File: src/rtl/synth_note_sequencer_if.sv
// rtl/synth_note_sequencer_if.sv - host/synth-facing signal bundle for the note sequencer
interface synth_note_sequencer_if #(
    parameter int VOICES = 8,
    parameter int STEPS  = 16
);
    localparam int AW = $clog2(STEPS);

    logic                    sample_tick;
    logic                    start;
    logic                    stop;
    logic                    wr_en;
    logic [AW-1:0]           wr_addr;
    logic [10:0]             wr_data;
    logic [VOICES-1:0][31:0] frequencies;
    logic [VOICES-1:0][31:0] voice_volumes;
    logic [2:0]              cutoff;
    logic                    busy;
    logic [AW-1:0]           step;
    logic                    done;

    // host side: drives control and step writes, observes synth drive
    modport master (
        output sample_tick, start, stop, wr_en, wr_addr, wr_data,
        input  frequencies, voice_volumes, cutoff, busy, step, done
    );

    // sequencer side
    modport slave (
        input  sample_tick, start, stop, wr_en, wr_addr, wr_data,
        output frequencies, voice_volumes, cutoff, busy, step, done
    );
endinterface

File: src/rtl/synth_note_sequencer.sv
// rtl/synth_note_sequencer.sv - step-memory note sequencer driving the synthesizer (option: SEQ_LOOP_EN)
module synth_note_sequencer #(
    parameter int          VOICES      = 8,
    parameter int          STEPS       = 16,
    parameter int          SAMPLE_RATE = 48000,
    parameter int          BASE_FREQ   = 110,
    parameter logic [31:0] VOLUME      = 32'h0010_0000
) (
    input logic                   clk,
    input logic                   reset,
    synth_note_sequencer_if.slave seq_bus
);
    localparam int          AW        = $clog2(STEPS);
    localparam logic [31:0] QUARTER   = 32'(SAMPLE_RATE / 4);
    localparam logic [63:0] BASE_Q20  = 64'(BASE_FREQ) << 20;
    localparam logic [3:0]  TONE_END  = 4'd15;
    localparam logic [3:0]  TONE_REST = 4'd13;

    typedef enum logic [2:0] {S_IDLE, S_LOAD, S_CALC, S_HOLD, S_FIN} state_t;

    // just-intonation ratios in Q20, floor of 2^20 * ratio
    function automatic logic [31:0] ratio_q20(input logic [3:0] tone);
        case (tone)
            4'd0:    ratio_q20 = 32'd1048576;
            4'd1:    ratio_q20 = 32'd1118481;
            4'd2:    ratio_q20 = 32'd1179648;
            4'd3:    ratio_q20 = 32'd1258291;
            4'd4:    ratio_q20 = 32'd1310720;
            4'd5:    ratio_q20 = 32'd1398101;
            4'd6:    ratio_q20 = 32'd1474560;
            4'd7:    ratio_q20 = 32'd1572864;
            4'd8:    ratio_q20 = 32'd1677721;
            4'd9:    ratio_q20 = 32'd1747626;
            4'd10:   ratio_q20 = 32'd1864135;
            4'd11:   ratio_q20 = 32'd1966080;
            4'd12:   ratio_q20 = 32'd2097152;
            default: ratio_q20 = 32'd1048576;
        endcase
    endfunction

    logic [10:0]             r_mem [STEPS];
    state_t                  r_state;
    logic [10:0]             r_entry;
    logic [AW-1:0]           r_step;
    logic [31:0]             r_hold_cnt;
    logic [VOICES-1:0][31:0] r_freq;
    logic [VOICES-1:0][31:0] r_vol;
    logic [2:0]              r_cutoff;
    logic                    r_done;

    state_t                  w_state_nxt;
    logic [AW-1:0]           w_step_nxt;
    logic [31:0]             w_hold_nxt;
    logic [VOICES-1:0][31:0] w_freq_nxt;
    logic [VOICES-1:0][31:0] w_vol_nxt;
    logic [2:0]              w_cutoff_nxt;
    logic                    w_done_nxt;

    logic [3:0]  w_tone;
    logic [2:0]  w_cut;
    logic [3:0]  w_len;
    logic [31:0] w_target;
    logic [31:0] w_note;
    logic        w_hold_hit;
    logic        w_end_mark;
    logic        w_advance;
    logic        w_last;
    logic        w_seq_end;

    assign w_tone     = r_entry[10:7];
    assign w_cut      = r_entry[6:4];
    assign w_len      = r_entry[3:0];
    assign w_target   = 32'(w_len) * QUARTER;
    assign w_note     = 32'((BASE_Q20 * {32'd0, ratio_q20(w_tone)}) >> 20);
    assign w_hold_hit = (r_hold_cnt + 32'd1) == w_target;
    assign w_end_mark = (r_state == S_CALC) && (w_tone == TONE_END);
    // a step finishes either straight out of CALC (zero length) or on its final counted tick
    assign w_advance  = ((r_state == S_CALC) && (w_tone != TONE_END) && (w_len == 4'd0)) ||
                        ((r_state == S_HOLD) && seq_bus.sample_tick && w_hold_hit);
    assign w_last     = r_step == AW'(STEPS - 1);
    assign w_seq_end  = w_end_mark || (w_advance && w_last);

    assign seq_bus.frequencies   = r_freq;
    assign seq_bus.voice_volumes = r_vol;
    assign seq_bus.cutoff        = r_cutoff;
    assign seq_bus.busy          = r_state != S_IDLE;
    assign seq_bus.step          = r_step;
    assign seq_bus.done          = r_done;

    // step memory: writable in any state, never reset
    always_ff @(posedge clk) begin
        if (seq_bus.wr_en) begin
            r_mem[seq_bus.wr_addr] <= seq_bus.wr_data;
        end
    end

    // state and datapath registers; LOAD reads the old entry on a same-address write
    always_ff @(posedge clk) begin
        if (reset) begin
            r_state    <= S_IDLE;
            r_entry    <= '0;
            r_step     <= '0;
            r_hold_cnt <= '0;
            r_freq     <= '0;
            r_vol      <= '0;
            r_cutoff   <= '0;
            r_done     <= 1'b0;
        end else begin
            r_state    <= w_state_nxt;
            r_step     <= w_step_nxt;
            r_hold_cnt <= w_hold_nxt;
            r_freq     <= w_freq_nxt;
            r_vol      <= w_vol_nxt;
            r_cutoff   <= w_cutoff_nxt;
            r_done     <= w_done_nxt;
            if (r_state == S_LOAD) begin
                r_entry <= r_mem[r_step];
            end
        end
    end

    // next state: stop overrides everything, sequence end/advance override the per-state choice
    always_comb begin
        w_state_nxt = r_state;
        if (seq_bus.stop) begin
            w_state_nxt = S_IDLE;
        end else begin
            case (r_state)
                S_IDLE:  if (seq_bus.start) w_state_nxt = S_LOAD;
                S_LOAD:  w_state_nxt = S_CALC;
                S_CALC:  if (w_len != 4'd0) w_state_nxt = S_HOLD;
                S_HOLD:  w_state_nxt = S_HOLD;
                S_FIN:   w_state_nxt = S_IDLE;
                default: w_state_nxt = S_IDLE;
            endcase
            if (w_seq_end) begin
`ifdef SEQ_LOOP_EN
                w_state_nxt = S_LOAD;
`else
                w_state_nxt = S_FIN;
`endif
            end else if (w_advance) begin
                w_state_nxt = S_LOAD;
            end
        end
    end

    // output/datapath next values: note calc in CALC, tick counting in HOLD, silence on stop/FIN
    always_comb begin
        w_step_nxt   = r_step;
        w_hold_nxt   = r_hold_cnt;
        w_freq_nxt   = r_freq;
        w_vol_nxt    = r_vol;
        w_cutoff_nxt = r_cutoff;
        w_done_nxt   = 1'b0;
        if (seq_bus.stop) begin
            w_vol_nxt = '0;
        end else begin
            case (r_state)
                S_IDLE: begin
                    if (seq_bus.start) w_step_nxt = '0;
                end
                S_CALC: begin
                    if (!w_end_mark) begin
                        w_cutoff_nxt = w_cut;
                        w_hold_nxt   = '0;
                        if (w_tone >= TONE_REST) begin
                            w_vol_nxt = '0;
                        end else begin
                            for (int i = 0; i < VOICES; i++) begin
                                w_freq_nxt[i] = w_note << (i % 3);
                                w_vol_nxt[i]  = VOLUME;
                            end
                        end
                    end
                end
                S_HOLD: begin
                    if (seq_bus.sample_tick) w_hold_nxt = r_hold_cnt + 32'd1;
                end
                S_FIN: begin
                    w_vol_nxt = '0;
                end
                default: begin
                end
            endcase
            if (w_seq_end) begin
                w_done_nxt = 1'b1;
`ifdef SEQ_LOOP_EN
                w_step_nxt = '0;
`endif
            end else if (w_advance) begin
                w_step_nxt = r_step + 1'b1;
            end
        end
    end
endmodule

File: src/flat_wrapper.sv
// flat-port wrapper written by rule: the top's interface ports become plain ports
module synth_note_sequencer_flat 
#(
    parameter int          VOICES      = 8,
    parameter int          STEPS       = 16,
    parameter int          SAMPLE_RATE = 48000,
    parameter int          BASE_FREQ   = 110,
    parameter logic [31:0] VOLUME      = 32'h0010_0000
)
  (clk, reset, seq_bus_sample_tick, seq_bus_start, seq_bus_stop, seq_bus_wr_en, seq_bus_wr_addr, seq_bus_wr_data, seq_bus_frequencies, seq_bus_voice_volumes, seq_bus_cutoff, seq_bus_busy, seq_bus_step, seq_bus_done);
  synth_note_sequencer_if #(.VOICES(VOICES), .STEPS(STEPS)) seq_bus_i ();
  input logic clk;
  input logic reset;
  input wire logic [$bits(seq_bus_i.sample_tick)-1:0] seq_bus_sample_tick;
  input wire logic [$bits(seq_bus_i.start)-1:0] seq_bus_start;
  input wire logic [$bits(seq_bus_i.stop)-1:0] seq_bus_stop;
  input wire logic [$bits(seq_bus_i.wr_en)-1:0] seq_bus_wr_en;
  input wire logic [$bits(seq_bus_i.wr_addr)-1:0] seq_bus_wr_addr;
  input wire logic [$bits(seq_bus_i.wr_data)-1:0] seq_bus_wr_data;
  output wire logic [$bits(seq_bus_i.frequencies)-1:0] seq_bus_frequencies;
  output wire logic [$bits(seq_bus_i.voice_volumes)-1:0] seq_bus_voice_volumes;
  output wire logic [$bits(seq_bus_i.cutoff)-1:0] seq_bus_cutoff;
  output wire logic [$bits(seq_bus_i.busy)-1:0] seq_bus_busy;
  output wire logic [$bits(seq_bus_i.step)-1:0] seq_bus_step;
  output wire logic [$bits(seq_bus_i.done)-1:0] seq_bus_done;
  assign seq_bus_i.sample_tick = seq_bus_sample_tick;
  assign seq_bus_i.start = seq_bus_start;
  assign seq_bus_i.stop = seq_bus_stop;
  assign seq_bus_i.wr_en = seq_bus_wr_en;
  assign seq_bus_i.wr_addr = seq_bus_wr_addr;
  assign seq_bus_i.wr_data = seq_bus_wr_data;
  assign seq_bus_frequencies = seq_bus_i.frequencies;
  assign seq_bus_voice_volumes = seq_bus_i.voice_volumes;
  assign seq_bus_cutoff = seq_bus_i.cutoff;
  assign seq_bus_busy = seq_bus_i.busy;
  assign seq_bus_step = seq_bus_i.step;
  assign seq_bus_done = seq_bus_i.done;
  synth_note_sequencer #(.VOICES(VOICES), .STEPS(STEPS), .SAMPLE_RATE(SAMPLE_RATE), .BASE_FREQ(BASE_FREQ), .VOLUME(VOLUME)) u_core (.clk(clk), .reset(reset), .seq_bus(seq_bus_i));
endmodule
File: config.mk
export PLATFORM = sky130hd
export DESIGN_NAME = synth_note_sequencer_flat
export DESIGN_NICKNAME = d
export VERILOG_FILES = /design/src/rtl/synth_note_sequencer_if.sv /design/src/rtl/synth_note_sequencer.sv /design/src/flat_wrapper.sv
export SDC_FILE = /design/constraint.sdc
export NUM_CORES = 1
export LEC_CHECK = 0
export ABC_CLOCK_PERIOD_IN_PS = 6500
export BUFFER_PORTS_ARGS = -buffer_cell sky130_fd_sc_hd__buf_4
export CAP_MARGIN = 10
export CORE_UTILIZATION = 40
export DETAILED_ROUTE_END_ITERATION = 7
export SLEW_MARGIN = 15
export SYNTH_ARGS = -nofsm -noshare
export SYNTH_HDL_FRONTEND = slang
export SYNTH_SLANG_ARGS = --single-unit
export TNS_END_PERCENT = 10
File: constraint.sdc
create_clock -name clk -period 6.5 [get_ports clk]
set_input_delay 0.325 -clock clk [delete_from_list [all_inputs] [get_ports clk]]
set_output_delay 0.325 -clock clk [all_outputs]
set_load 0.1 [all_outputs]
==> impl_results.md, run 1 <==
* DRC viols at 0
* Final min period at roughly 5.8 ns
* Unique cell type count in the Yosys netlist at between 60 and 70
* Post-Syn Instances at roughly 1,800
* Clock Tree Root: clkbuf_16
* CTS tree: done
* Largest family of logic cells by synthesized area: buffers and inverters
* IO buf count at ~270
* Clk_skew at 0.0271 ns
* Post-synthesis compound-gate area fraction at 0.0689
* DR pass1 iterations at 5
* DPL Wire Length at between 20 and 30 mm
* Boundary pin count at approximately 540
* Area Growth Syn to Fin at 5.51%
* # resized after CTS at 0
* CTS Sinks at 260
* R2r startpoint: u_core.r_entry[8]$_SDFFE_PP0P_
* Final wirelength at roughly 38 mm
* Row count at 78
* Chip height at 217 µm
* Slew headroom at 0.267
* Largest net degree at the start of global routing at 90
* Post-CTS setup repair buffer count at 0
* Leakage at roughly 8.5 nW
* Synth Area in XOR/XNOR at 0.0255
* Worst min-delay path class: primary input to register
* Critical-path cell list: inv_1, ha_1, nand2_1, inv_1, a21oi_2, inv_1, fa_1, fa_1, inv_1, fa_1, inv_1, ha_1, o21a_1, o21a_1, o2111ai_1, o21ai_0, o41ai_1, buf_4, o21bai_1, a41oi_1, xnor2_1, nand2_1, a21oi_1
* All-Layer GR Usage at 0.155
* Worst Hold Depth at 2
* Vias/cell at 4.64
* First-pass GRT wire length at about 58 mm
* Register area at 0.00697 mm²
* Final Cycle Share at 0.896
* Final setup fails at 0
* Critical-path top delay cell: fa_1
* Core Util, Final at 0.429
* R2R cell count at 23
* Ys Warns at 0
* Initial Util at 0.407
* Multi-input logic area at 0.00825 mm²
* Final ANT Viol Nets at 0
* Fill cells at approximately 4,300
* Max incr delay on CP at ~0.55 ns
* Slew @ Worst Pin at between 1 and 1.5 ns
* Share of the synthesized area in the top cell type at 0.285
* Clk slew on worst S/H paths at around 0.06 ns
* Max-cap violations at 0
* CP required at 7.00 ns
* Die ar. at about 0.047 mm²
* Nets@finish at approximately 2,000
* VDD IR max at approximately 0.00028 V
* Crit-path most repeated cell: inv_1
* PD cells at about 230 mW/mm²
* Setup crit end kind: register
* GPL Wtd Cong at 0.906
* Critical path fanouts, max at 9
* Synth top area cells: edfxtp_1 (29%), buf_4 (20%), dfxtp_1 (9.1%)
* Global route total overflow at 0
* Post-synth top area cell: edfxtp_1
* Adder-Cell Fraction of Synth Area at 0.122
* Status: complete, no violations
* Worst-skew pair later-pin latency at slightly below 0.6 ns
* Post-synth EDFFs at 176
* Seq cells post-synth at 260
* Post-synthesis sequential area ratio at 0.376
* Final setup margin at roughly 0.67 ns
* Vias in the first global route at around 10,000
* Final Power at 4.52 mW
* Post-synthesis mux area share at 0.0701
* Post-synth top flop: edfxtp_1
* Drt initial violations at approximately 660
* Antenna violations before repair at 1
* H-tree levels at 1
* Vias post-DR at ~11,000
* Total CTS buffers at 29
* Place WS at roughly 0.36 ns
* Setup TNS at 0 ns
* CTS Buffer Depth at 3
* Final Hold Vio Count at 0
* RSZ-0062 raised after global routing: no
* Fin. max-slew vios at 0
* WP data arrival at approximately 6.3 ns
* Min-delay src: seq_bus_stop
* Async SR Flop Fraction at 0
* Die X at 217 µm
* Layout cell share with drive strength beyond 1 at 0.230
* R2r setup slk at ~0.67 ns
* Hold_ws at between 0.04 and 0.05 ns
* Critical path startpoint category: register
* Cell area after synthesis at between 0.015 and 0.02 mm²
* # hold bufs at CTS at 0
* R2R Path End: u_core.seq_bus.frequencies[23]$_SDFFE_PP0P_
* Syn avg cell area at 10.4 µm²
* Hold path endpoint: u_core.r_state[2]$_SDFFE_PP0P_
* Core outline area at around 0.046 mm²
* WL/cell at roughly 16 µm
* Synth Area in Simple Gates at 0.102
* Max frequency at around 170 MHz
* Crit path kind: register to register
-- how the worst max path moves through the flow --
stage | startpoint | endpoint | slack [ns] | cells after the start
after global placement | u_core.r_entry[8]$_SDFFE_PP0P_ | u_core.seq_bus.frequencies[23]$_SDFFE_PP0P_ | 0.54 | 23
after global routing | u_core.r_entry[8]$_SDFFE_PP0P_ | u_core.seq_bus.frequencies[22]$_SDFFE_PP0P_ | 0.24 | 22
final | u_core.r_entry[8]$_SDFFE_PP0P_ | u_core.seq_bus.frequencies[23]$_SDFFE_PP0P_ | 0.67 | 23
after CTS | u_core.r_entry[8]$_SDFFE_PP0P_ | u_core.seq_bus.frequencies[23]$_SDFFE_PP0P_ | 0.32 | 23
after detailed placement | u_core.r_entry[8]$_SDFFE_PP0P_ | u_core.seq_bus.frequencies[23]$_SDFFE_PP0P_ | 0.36 | 23
after floorplan | u_core.r_entry[8]$_SDFFE_PP0P_ | u_core.seq_bus.frequencies[23]$_SDFFE_PP0P_ | 0.88 | 22
-- per-stage QoR --
step	std cells	area, µm²
after global routing	2449	19500
final	2450	19600
after floorplan	2050	19500
after CTS	2449	19500
after detailed placement	2395	18600
after global placement	2395	18600
-- kinds of logic (layout without fill, tap and decap cells) --
group	Yosys count	after routing
AOI/OAI and AO/OA	205	205
muxes	61	61
and+or+nand+nor	384	384
buffers and inverters	670	469
DFF	260	260
xor gates and xnor gates	54	54
adders and majority gates	144	144
other	1	273
-- area by class of cell --
type                            instances  area share
Tap cell                              600      0.0384
Multi-Input combinational cell       1120       0.422
Timing Repair Buffer                  291       0.112
Clock inverter                         23     0.00998
Sequential cell                       260       0.356
Clock buffer                           31      0.0375
Antenna cell                            1    0.000128
Inverter                              124      0.0238
-- cells in the mapped netlist, types with 7 or more instances --
cell type and instances:
buf_4 485, edfxtp_1 176, nand2_1 128, inv_1 124, nor2_1 93, a21oi_1 90
dfxtp_1 84, ha_1 82, fa_1 62, mux4_2 55, clkbuf_1 45, xnor2_1 40
nand3_1 37, o21ai_0 31, nor3_1 24, nand4_1 16, xor2_1 14, a21o_1 12
and3_1 10, nand2b_1 10, a31oi_1 9, buf_2 9, nor4_1 9, a211oi_1 8
or3_1 8, buf_1 7, o21a_1 7, or2_2 7
-- sequential cells by signal, summed over array words and instances, names as in the netlist --
signal and flops:
u_core.seq_bus.frequencies 29, u_core.r_mem 176, u_core.seq_bus.done 1, u_core.r_hold_cnt 32, u_core.seq_bus.step 4, u_core.seq_bus.cutoff 3
u_core.r_state 3, u_core.r_entry 11, u_core.seq_bus.voice_volumes 1
-- power breakdown --
part / switching [mW] / leakage [nW] / internal, mW
Sequential: 0.0143 / 2.27 / 1.79
Clock: 0.689 / 0.448 / 0.903
Combinational: 0.979 / 5.82 / 0.141
Total: 1.68 / 8.54 / 2.83
-- routing by layer --
layer  wire, µm  GRT usage  share of wire
met5          0          0              0
met4        781     0.0376          0.020
met3       1960     0.0229          0.051
met2      18300      0.253           0.48
met1      17400      0.216           0.45
-- cells in the final DEF, fill, tap and decap left out, drive strengths merged, types with 7 or more instances in the layout --
master / count
a211oi: 8
a21o: 12
and3: 12
inv: 125
ha: 82
clkbuf: 31
mux4: 55
nand2b: 10
nand3: 38
a21oi: 90
xor2: 14
o21ai: 32
nor4: 14
nor2: 93
or3: 8
clkinv: 15
conb: 272
a31oi: 9
or2: 7
xnor2: 40
dfxtp: 84
fa: 62
o21a: 7
nor3: 25
nand2: 130
buf: 291
nand4: 18
edfxtp: 176
-- worst max-delay path, delay by kind of cell, from the launching register on --
kind	cells	cell delay, ns
simple gates	2	0.23
buf+inv	6	0.88
xor+xnor	1	0.14
compound gates	9	1.87
flops	1	0.44
fa+ha+maj	5	2.19
No activity file was read; power rests on OpenSTA's default activity.
==> run 2: changes to the inputs <==
- ABC_AREA: default -> 1
==> impl_results.md, run 2 <==
* Critical path fanouts, max at 10
* Post-Syn Instances at roughly 2,300
* Final wirelength at 45.8 mm
* VDD IR max at ~0.00023 V
* NetSw at 2.08 mW
* Clock share of power at 0.327
* Biggest register: u_core.r_mem
* Nets@finish at ~2,500
* Clk_skew at about 0.018 ns
* Max reg flops at between 150 and 200
* Final min period at 5.48 ns
* Placed cell count at between 2,000 and 3,000
* Post-CTS setup repair buffer count at 0
* Post-synthesis sequential area ratio at 0.365
* Status: finished with violations
* Synth cell count leaders: buf_4 (482), nand2_1 (321), inv_1 (243)
* Final Power at between 5 and 6 mW
* Slew headroom at 0.262
* Cell area after synthesis at roughly 0.019 mm²
* Most common cell after layout, fill and taps aside: nand2_1
* DRC viols at 40
* RSZ-0062 raised after global routing: no
* Die ar. at ~0.049 mm²
* Antenna violations before repair at 0
* Chip height at roughly 220 µm
* Non-Filler Instances at 2,937
* Hold_ws at between 0.04 and 0.05 ns
* Most frequent cells in the layout: nand2_1 (321), buf_4 (294), conb_1 (272), inv_1 (243), nor2_1 (231)
* Pint at about 3 mW
* CTS Buffer Depth at 3
* DPL Wire Length at around 33 mm
* Max frequency at roughly 180 MHz
* Sw frac at 0.403
* Drt initial violations at 859
* Post-synth EDFFs at roughly 180
* Largest family of logic cells by synthesized area: buffers and inverters
* Boundary pin count at approximately 540
* Initial Util at 0.408
* Seq cells post-synth at between 200 and 300
* Core outline area at about 0.047 mm²
* Global routing met1 resource utilization at 0.248
* Total CTS buffers at 29
* Share of the synthesized area in the top cell type at 0.277
* Vias/cell at between 4 and 5
* DR pass1 iterations at 8
* All-Layer GR Usage at 0.181
* Met2 GRT Util at 0.301
* Async SR Flop Fraction at 0
* PD cells at 256 mW/mm²
* Post-synthesis mux area share at 0
* Final ANT Viol Nets at 0
* First-pass GRT wire length at 68.1 mm
* # resized after CTS at 0
* Worst-skew pair later-pin latency at between 0.5 and 0.6 ns
* Post-synthesis compound-gate area fraction at 0.0945
* Post-synth top area cell: edfxtp_1
* Synth Area in XOR/XNOR at 0.0141
* Crit path kind: register to register
* Final Cycle Share at 0.843
* Syn avg cell area at between 8 and 9 µm²
* CTS tree: done
* IO buf count at approximately 270
* Clk slew on worst S/H paths at ~0.060 ns
* Vias post-DR at around 14,000
* Reg power frac at 0.352
* # hold bufs at CTS at 0
* Fin. max-slew vios at 0
* Ys Warns at 0
* Row count at 79
* Clock Tree Root: clkbuf_16
* Failing checks: DRC
* Largest net degree at the start of global routing at 96
* Final setup fails at 0
* Most numerous cell in the Yosys netlist: buf_4
* Setup crit end kind: register
* WL/cell at 15.6 µm
* Die X at 220 µm
* Max-cap violations at 0
* Slew @ Worst Pin at about 1.1 ns
* GPL Wtd Cong at 0.899
* Area Growth Syn to Fin at 6.04%
* Layout cell share with drive strength beyond 1 at 0.160
* Setup TNS at 0 ns
* GRT met3 Usage at 0.0217
* Synth Area in Simple Gates at 0.157
* Busiest layer in global routing: met2
* Critical path startpoint category: register
* Vias in the first global route at about 12,000
* Post-synth top flop: edfxtp_1
* Unique cell type count in the Yosys netlist at 45
* CTS Sinks at 260
* CP required at between 6 and 7 ns
* Antenna fix cells at 0
* Adder-Cell Fraction of Synth Area at 0.119
* Global route total overflow at 0
* Synth top area cells: edfxtp_1 (28%), buf_4 (19%), dfxtp_1 (8.8%)
* H-tree levels at 1
* WP data arrival at slightly below 6 ns
* Leakage at 9.40 nW
* Final Hold Vio Count at 0
* Gate power share at 0.321
* Worst min-delay path class: primary input to register
run 2: worst max-delay path, cell delays in order, from the launching register on:
cell and delay, ns:
dfxtp_1 0.36, inv_1 0.12, ha_1 0.19, nand2_1 0.06, nor2_1 0.31, inv_1 0.18
o21ai_0 0.11, buf_4 0.23, inv_1 0.16, fa_1 0.55, inv_1 0.05, fa_1 0.48
inv_1 0.05, fa_1 0.52, inv_1 0.04, ha_1 0.34, nand2_1 0.07, inv_1 0.05
a21oi_1 0.10, o21bai_1 0.37, a21oi_1 0.17, o21ai_0 0.36, a21oi_1 0.14, xor2_1 0.15
nand2_1 0.07, o211ai_1 0.09, inv_1 0.05
run 2: per-stage QoR:
| stage | worst slack [ns] | instance area (µm²) | util |
|---|---|---|---|
| 2_1_floorplan | 0.824 | 20100 | - |
| 3_3_place_gp | 1.17 | 19200 | 0.411 |
| 3_5_place_dp | 1.01 | 19200 | 0.411 |
| 4_1_cts | 1.02 | 20200 | 0.432 |
| 5_1_grt | 0.493 | 20200 | 0.432 |
| 6_report | 1.02 | 20200 | 0.432 |
run 2: cells by family after synthesis:
| group | Yosys count |
|---|---|
| compound gates | 317 |
| buf+inv | 786 |
| flops | 260 |
| fa+ha+maj | 144 |
| xor+xnor | 29 |
| other cells | 1 |
| simple gates | 714 |
run 2: power by group through the flow:
stage	Clock [mW]	Sequential (mW)	Combinational (mW)
finish	1.69	1.82	1.66
global route	1.80	1.82	1.79
CTS	1.73	1.82	1.66
detailed placement	0	1.86	1.65
global placement	0	1.85	1.65
floorplan	0	1.87	1.55
run 2: path summary, 6_finish.rpt:
check / start / to / slack (ns) / depth (start not counted)
setup / recovery: u_core.r_entry[8]$_SDFFE_PP0P_ / u_core.seq_bus.frequencies[25]$_SDFFE_PP0P_ / 1.02 / 26
hold / removal: seq_bus_stop / u_core.seq_bus.step[0]$_SDFFE_PP0N_ / 0.05 / 3
setup reg to reg: u_core.r_entry[8]$_SDFFE_PP0P_ / u_core.seq_bus.frequencies[25]$_SDFFE_PP0P_ / 1.02 / 26
hold reg to reg: u_core.r_hold_cnt[31]$_SDFFE_PP0P_ / u_core.r_hold_cnt[31]$_SDFFE_PP0P_ / 0.49 / 2
run 2: metal layers:
layer	part of all wire	wire length [µm]
met1	0.45	20500
met2	0.48	21800
met3	0.054	2460
met4	0.022	1010
met5	0	0
run 2: layout make-up:
| cell class | count | area [µm²] |
|---|---|---|
| Tap cell | 607 | 759 |
| Fill cell | 4525 | 26500 |
| Multi-Input combinational cell | 1476 | 8370 |
| Inverter | 246 | 923 |
| Timing Repair Buffer | 294 | 2210 |
| Clock buffer | 38 | 810 |
| Sequential cell | 260 | 6970 |
| Clock inverter | 16 | 178 |
==> run 3: changes to the inputs <==
- ABC_CLOCK_PERIOD_IN_PS: 6500 -> 5530
- clock period: 6.5 -> 5.53 ns (I/O delays scaled with it)
==> impl_results.md, run 3 (synthesis results as in run 2) <==
* Worst-skew pair later-pin latency at approximately 0.57 ns
* GPL Wtd Cong at a little under 0.9
* Status: finished with violations
* Layout cell share with drive strength beyond 1 at 0.161
* CTS Buffer Depth at 3
* CP top delay family: adder cells
* Total CTS buffers at 29
* Crit-path most repeated cell: inv_1
* Vias/cell at approximately 4.7
* Final min period at 5.08 ns
* Final Hold Vio Count at 0
* Final ANT Viol Nets at 0
* All-Layer GR Usage at 0.184
* CP Buf/Inv Count at 7
* Global route total overflow at 0
* Critical-path top delay cell: fa_1
* Vias in the first global route at approximately 13,000
* PD cells at between 200 and 300 mW/mm²
* Largest net degree at the start of global routing at 95
* Die ar. at 0.0485 mm²
* Chip height at 220 µm
* Max reg flops at between 150 and 200
* WL/cell at approximately 16 µm
* R2r startpoint: u_core.r_entry[8]$_SDFFE_PP0P_
* Setup crit end kind: register
* Min-delay src: seq_bus_wr_data[2]
* Die X at about 220 µm
* WP data arrival at 5.55 ns
* Boundary pin count at around 540
* Fin. max-slew vios at 0
* Critical path fanouts, max at 7
* Hold_ws at about 0.033 ns
* Post-CTS setup repair buffer count at 0
* Worst min-delay path class: primary input to register
* Core outline area at around 0.047 mm²
* Nets@finish at around 2,500
* CP required at 6.00 ns
* Antenna fix cells at 0
* Final wirelength at about 46 mm
* Final instance area at 0.0202 mm²
* Critical path startpoint category: register
* Placed Area at between 0.015 and 0.02 mm²
* Setup crit start: u_core.r_entry[8]$_SDFFE_PP0P_
* Max incr delay on CP at 0.52 ns
* First-pass GRT wire length at 70.1 mm
* Vias post-DR at around 14,000
* H-tree levels at 1
* Row count at approximately 80
* CTS Sinks at 260
* Failing checks: DRC
* DR pass1 iterations at 7
* Area Growth Syn to Fin at 6.06%
* VDD IR max at approximately 0.00023 V
* Fill cells at 4,536
* Max-cap violations at 0
* Biggest register: u_core.r_mem
* DPL Wire Length at between 30 and 40 mm
* Clk slew on worst S/H paths at approximately 0.07 ns
* Final setup fails at 0
* Setup TNS at 0 ns
* Clock Tree Root: clkbuf_16
* Initial Util at 0.408
* Max frequency at just under 200 MHz
* CTS tree: done
* Slew headroom at 0.219
* Leakage at 9.39 nW
* RSZ-0062 raised after global routing: no
* Antenna violations before repair at 0
* Final Cycle Share at 0.918
* Drt initial violations at roughly 800
* Clk_skew at 0.00913 ns
* DRC viols at 40
* Crit path kind: register to register
* Most common cell after layout, fill and taps aside: nand2_1
* Slew @ Worst Pin at roughly 1.2 ns
* IO buf count at approximately 270
* Most frequent cells in the layout: nand2_1 (320), buf_4 (295), conb_1 (272), inv_1 (241), nor2_1 (232)
==> run 3: changes by cell type in the layout (fill, tap and decap cells not counted), sizes merged <==
cell,previous run,this run
bufinv,3,2
inv,246,247
clkinv,11,14
clkbuf,38,34
buf,294,295
dlygate4sd3,0,6
==> run 3: power breakdown <==
group / total (mW) / leakage (nW) / internal [mW] / switching, mW
Clock: 1.88 / 0.445 / 1.06 / 0.816
Combinational: 1.97 / 6.68 / 0.357 / 1.62
Sequential: 2.14 / 2.27 / 2.11 / 0.0280
==> run 3: final timing paths <==
check / depth (start not counted) / to / slack [ns]
worst min register to register: 2 / u_core.r_hold_cnt[30]$_SDFFE_PP0P_ / 0.49
worst max register to register: 25 / u_core.seq_bus.frequencies[24]$_SDFFE_PP0P_ / 0.45
worst min-delay path: 1 / u_core.r_mem[1][2]$_DFFE_PP_ / 0.03
worst max-delay path: 25 / u_core.seq_bus.frequencies[24]$_SDFFE_PP0P_ / 0.45
==> run 3: final cells by class <==
type                            instances  area (µm²)  share of cell area
Sequential cell                       260        6970               0.345
Tap cell                              607         759              0.0376
Inverter                              246         923              0.0457
Clock inverter                         19         168             0.00829
Timing Repair Buffer                  301        2270               0.112
Multi-Input combinational cell       1476        8380               0.415
Clock buffer                           34         744              0.0368
==> run 3: what timing repair did <==
action | in CTS | in global routing
setup endpoints to repair | 0 | 13
gates resized for setup | 0 | 8
endpoints found under the hold margin | 80 | 0
hold buffers | 6 | 0
==> run 3: stage by stage <==
stage	power, mW	std cells	setup slack (ns)	util
3_5_place_dp	4.14	2884	0.0636	0.411
3_3_place_gp	4.12	2884	0.198	0.411
4_1_cts	6.03	2943	0.0501	0.432
2_1_floorplan	4.02	2522	0.272	-
5_1_grt	6.25	2943	0.0271	0.433
6_report	5.99	2943	0.452	0.433
==> run 3: worst reg2reg max path: cells and delay by family (launching register included) <==
| family | cells | cell delay, ns |
|---|---|---|
| xor gates and xnor gates | 1 | 0.15 |
| buffers and inverters | 7 | 0.61 |
| AOI/OAI and AO/OA | 7 | 1.39 |
| and+or+nand+nor | 5 | 0.45 |
| DFF | 1 | 0.32 |
| adders and majority gates | 5 | 2.05 |
==> run 3: routing by layer <==
layer,global-route usage,wire [µm],vias up
li1,-,-,6726
met1,0.257,21500,6605
met2,0.307,21900,435
met3,0.0197,2180,51
met4,0.0405,709,0
met5,0,0,-
